--- config.mk ---
export PLATFORM = sky130hd
export DESIGN_NAME = hex2ascii_stream
export DESIGN_NICKNAME = d
export VERILOG_FILES = /design/src/rtl/hex2ascii_stream.sv
export SDC_FILE = /design/constraint.sdc
export NUM_CORES = 1
export LEC_CHECK = 0
export ABC_AREA = 1
export ABC_CLOCK_PERIOD_IN_PS = 4900
export CAP_MARGIN = 10
export CORE_ASPECT_RATIO = 0.75
export CORE_UTILIZATION = 35
export CTS_CLUSTER_DIAMETER = 100
export DETAILED_ROUTE_END_ITERATION = 8
export DONT_BUFFER_PORTS = 1
export SLEW_MARGIN = 20
export SYNTH_ARGS = -nofsm -noshare
export SYNTH_HDL_FRONTEND = slang
export SYNTH_SLANG_ARGS = --single-unit
--- constraint.sdc ---
create_clock -name clk -period 4.9 [get_ports clk]
set_clock_uncertainty 0.2 [all_clocks]
set_input_delay 0.245 -clock clk [delete_from_list [all_inputs] [get_ports clk]]
set_output_delay 0.245 -clock clk [all_outputs]
set_load 0.03 [all_outputs]
--- src/rtl/hex2ascii_stream.sv ---
// Streams the hexadecimal ASCII text of a captured binary value, one character
// per output handshake, with optional "0x" prefix, leading-zero suppression and CR/LF.
module hex2ascii_stream #(
  parameter int NBYTES    = 2,
  parameter bit UPPERCASE = 1'b1,
  parameter bit NEWLINE   = 1'b1
) (
  input  logic                clk,
  input  logic                rst_n,
  input  logic [NBYTES*8-1:0] in_data,
  input  logic                in_valid,
  output logic                in_ready,
  input  logic                in_prefix,
  input  logic                in_lzs,
  output logic [7:0]          out_char,
  output logic                out_valid,
  input  logic                out_ready,
  output logic                busy
);

  localparam int W  = NBYTES * 8;
  localparam int ND = NBYTES * 2;
  localparam int IW = $clog2(ND);

  typedef enum logic [2:0] {
    S_IDLE,
    S_PREFIX0,
    S_PREFIX1,
    S_DIGIT,
    S_CR,
    S_LF
  } state_e;

  state_e          state_q, state_d;
  logic [7:0]      out_char_q, out_char_d;
  logic            out_valid_q, out_valid_d;
  logic [W-1:0]    data_q, data_d;
  logic [IW-1:0]   idx_q, idx_d;

  function automatic logic [3:0] nibble_at(input logic [W-1:0] d, input logic [IW-1:0] i);
    return d[{i, 2'b00} +: 4];
  endfunction

  function automatic logic [7:0] hex_char(input logic [3:0] n);
    logic [7:0] c;
    if (n < 4'd10) c = 8'h30 + {4'h0, n};
    else           c = (UPPERCASE ? 8'h41 : 8'h61) + {4'h0, n} - 8'd10;
    return c;
  endfunction

  // Index of the first digit to emit: the top nibble, or with suppression the
  // highest non-zero nibble (0 for a zero value, so a single '0' is printed).
  function automatic logic [IW-1:0] first_idx(input logic [W-1:0] d, input logic lzs);
    logic [IW-1:0] idx;
    idx = IW'(ND - 1);
    if (lzs) begin
      idx = '0;
      for (int i = 0; i < ND; i++) begin
        if (nibble_at(d, IW'(i)) != 4'h0) idx = IW'(i);
      end
    end
    return idx;
  endfunction

  // NOTE: every signal written here gets its hold value first, so no path
  // through the case leaves one unassigned and no latch is inferred.
  always_comb begin
    state_d     = state_q;
    out_char_d  = out_char_q;
    out_valid_d = out_valid_q;
    data_d      = data_q;
    idx_d       = idx_q;

    unique case (state_q)
      S_IDLE: begin
        if (in_valid) begin
          data_d      = in_data;
          idx_d       = first_idx(in_data, in_lzs);
          out_valid_d = 1'b1;
          if (in_prefix) begin
            state_d    = S_PREFIX0;
            out_char_d = 8'h30;
          end else begin
            state_d    = S_DIGIT;
            out_char_d = hex_char(nibble_at(in_data, first_idx(in_data, in_lzs)));
          end
        end
      end
      S_PREFIX0: begin
        if (out_ready) begin
          state_d    = S_PREFIX1;
          out_char_d = 8'h78;
        end
      end
      S_PREFIX1: begin
        if (out_ready) begin
          state_d    = S_DIGIT;
          out_char_d = hex_char(nibble_at(data_q, idx_q));
        end
      end
      S_DIGIT: begin
        if (out_ready) begin
          if (idx_q == '0) begin
            if (NEWLINE) begin
              state_d    = S_CR;
              out_char_d = 8'h0D;
            end else begin
              state_d     = S_IDLE;
              out_char_d  = 8'h00;
              out_valid_d = 1'b0;
            end
          end else begin
            idx_d      = idx_q - IW'(1);
            out_char_d = hex_char(nibble_at(data_q, idx_q - IW'(1)));
          end
        end
      end
      S_CR: begin
        if (out_ready) begin
          state_d    = S_LF;
          out_char_d = 8'h0A;
        end
      end
      S_LF: begin
        if (out_ready) begin
          state_d     = S_IDLE;
          out_char_d  = 8'h00;
          out_valid_d = 1'b0;
        end
      end
      default: begin
        state_d     = S_IDLE;
        out_valid_d = 1'b0;
      end
    endcase
  end

  // NOTE: non-blocking assignments keep every register sampling the
  // pre-edge values; the reset clears the small capture registers too, so a
  // stream aborted by reset leaves nothing behind.
  always_ff @(posedge clk or negedge rst_n) begin
    if (!rst_n) begin
      state_q     <= S_IDLE;
      out_char_q  <= 8'h00;
      out_valid_q <= 1'b0;
      data_q      <= '0;
      idx_q       <= '0;
    end else begin
      state_q     <= state_d;
      out_char_q  <= out_char_d;
      out_valid_q <= out_valid_d;
      data_q      <= data_d;
      idx_q       <= idx_d;
    end
  end

  assign out_char  = out_char_q;
  assign out_valid = out_valid_q;
  assign in_ready  = (state_q == S_IDLE);
  assign busy      = (state_q != S_IDLE);

endmodule

==> reports/results.txt <==
outcome: finished, final reports clean
post-synth top area share: 31.4%
syn avg cell area: 6.84 µm²
Max Used Layer: met4
clk root buf: clkbuf_8
Tot GR Track Use: 19.3%
Cell Area, Synth: 2310 µm²
post-cts sizing count: 0
post-synthesis register bit count: 29
EDFF count, synth: 0
CP required: 4.88 ns
synthesized instance count: 338
largest net degree at the start of global routing: 33
CTS sink cnt: 29
Post-synth top cells: nand2_1, inv_1, nand3_1, dfrtp_1, o21ai_0
remaining global-route overflow: 0
M1 WL: 3110 µm
reg-to-reg startpoint: idx_q[0]
n_diodes: 0
Final GP Congestion: 0.960
Die ar.: 6940 µm²
crit path kind: reg2reg
Mapped Nets: 365
PwrDens: 747 nW/µm²
Clock transition at path regs: 0.07 ns
finished layout cell area: 2650 µm²
setup_tns: 0 ns
CTS H-tree lvls: 2
synth unique cells: 33
max_cap viols: 0
Primary FF master, synth: dfrtp_1
post-CTS setup buffers: 0
Tcrit/Tclk final: 54.7%
Port Buffers: 0
Final nets: 383
vias in the first global route: 2099
Core Area: 6350 µm²
r2r worst-path depth: 11
Setup Viol. Count Final: 0
Setup crit end: out_char[2]
Inserted Clock Buffers: 5
CP arrival: 2.66 ns
most common cell in the netlist: nand2_1
sequential share of the synthesized area: 31.4%
RSZ-0062 raised after global routing: no
# IOs: 33
die width: 95.9 µm
ys async rst share: 100%
DRC Markers: 0
Final HPWL DP: 4500 µm
Least-Margin Pin Slew: 0.980 ns
DIE HEIGHT: 72.4 µm
ANT nets after route: 0
HP Class: in2reg
fmax: 373 MHz
TritonCTS clock tree: yes
routed vias/inst: 5.08
CP Launch Type: flop
worst reg2reg endpoint: out_char[2]
crit path max fanout: 19
VDD IR-drop max: 225 µV
placed inst area: 2350 µm²
Critical Path End Type: flop
Ys Warns: 0
row cnt: 25
max-slew violation count: 0
Fin. Hold Viols: 0
initial antenna violation count: 0
P&R area growth vs syn: 14.8%
Synth area leader: dfrtp_1
Starting Density: 36.4%
TritonRoute pass-1 iters: 4
wire per inst: 13.6 µm
CP startpoint: idx_q[0]
layout cell share with drive strength beyond 1: 16.3%
first-pass GRT wire length: 10000 µm
Leakage: 1.28 nW
Tot Pwr: 0.00198 W
CTS Buffer Depth: 2
top area cells in the synthesized netlist: dfrtp_1, nand2_1, nand3_1, inv_1, o21ai_0
met2 WL: 2490 µm
Hold Crit Start: in_prefix
clock period minus final worst setup slack: 2.68 ns
drt initial violations: 208
via count: 2221
routed wl met3: 321 µm
R2R Setup Slk: 2.22 ns
clock latency on the worst-skew pair: 0.29 ns
Relative slew margins: 34.5%
WL final: 5950 µm
worst min-delay path by stage:
stage / end / cells past startpoint
global route: state_q[1] / 3
global placement: state_q[1] / 0
floorplan: data_q[0] / 0
CTS: state_q[1] / 3
detailed placement: state_q[1] / 0
finish: state_q[1] / 3
flip-flops by register name, indices dropped and copies added, names as in the netlist:
| register | flops |
|---|---|
| state_q | 3 |
| idx_q | 2 |
| out_char | 7 |
| data_q | 16 |
| out_valid | 1 |
kinds of logic after synthesis:
| group | Yosys count | share of synthesized area [%] |
|---|---|---|
| simple gates | 191 | 39.3 |
| buf+inv | 57 | 11.1 |
| compound gates | 53 | 14.4 |
| flops | 29 | 31.4 |
| fa+ha+maj | 5 | 2.71 |
| mux | 2 | 0.920 |
| other cells | 1 | 0.162 |
worst max-delay path: stages, from the launching register on:
cell and delay [ns]:
dfrtp_1 0.70, inv_6 0.14, ha_1 0.41, mux2i_1 0.31, ha_1 0.26, nand2_1 0.07
a21oi_1 0.12, nand2_1 0.06, nand2_1 0.05, nand2_1 0.06, a21oi_2 0.13, a21oi_2 0.07
power breakdown:
part	internal (W)	switching, W	total, W
Clock	0.000148	0.000100	0.000248
Combinational	0.000408	0.000770	0.00118
Sequential	0.000359	0.000198	0.000556
layout by cell type (no fill, tap or decap), types with 2 or more instances in the layout:
| cell | count |
|---|---|
| o21ai_1 | 6 |
| nor2_1 | 15 |
| nor2_2 | 6 |
| dfrtp_1 | 29 |
| nand2_1 | 103 |
| a21oi_1 | 4 |
| inv_1 | 40 |
| inv_6 | 2 |
| a21oi_2 | 11 |
| inv_2 | 7 |
| or2_1 | 2 |
| nor2_4 | 6 |
| ha_1 | 5 |
| o21ai_0 | 25 |
| clkbuf_8 | 5 |
| nand2_2 | 11 |
| nand4_1 | 6 |
| nand3_1 | 37 |
| dlygate4sd3_1 | 18 |
| o211ai_1 | 3 |
repair_timing:
action / in CTS / in global routing
hold buffers: 19 / 0
endpoints found under the hold margin: 48 / 0
endpoints found under the setup margin: 0 / 0
layer usage:
metal  global-route usage (%)  up-vias
met1                     29.0     1031
met5                        0        -
met2                     27.4       61
met3                     3.77        4
li1                         -     1125
met4                     6.47        0
layout make-up:
class | count | area, µm²
flip-flops and latches | 29 | 726
inverters | 49 | 194
well taps | 81 | 101
multi-input cells | 252 | 1330
fillers | 649 | 3700
clock buffers | 5 | 68.8
repair buffers | 19 | 200
clock inverters | 2 | 35.0
metrics by stage:
| step | hold slack [ns] | std cells | setup slack (ns) | utilization (%) |
|---|---|---|---|---|
| floorplan | -0.251 | 338 | 2.62 | - |
| global placement | -0.250 | 411 | 2.33 | 37.0 |
| detailed placement | -0.250 | 411 | 2.24 | 37.0 |
| CTS | 0.00252 | 437 | 2.25 | 41.8 |
| global route | 0.0502 | 437 | 1.96 | 41.8 |
| finish | 0.0170 | 437 | 2.22 | 41.8 |
Note: power is estimated with default switching activity, not from simulation.
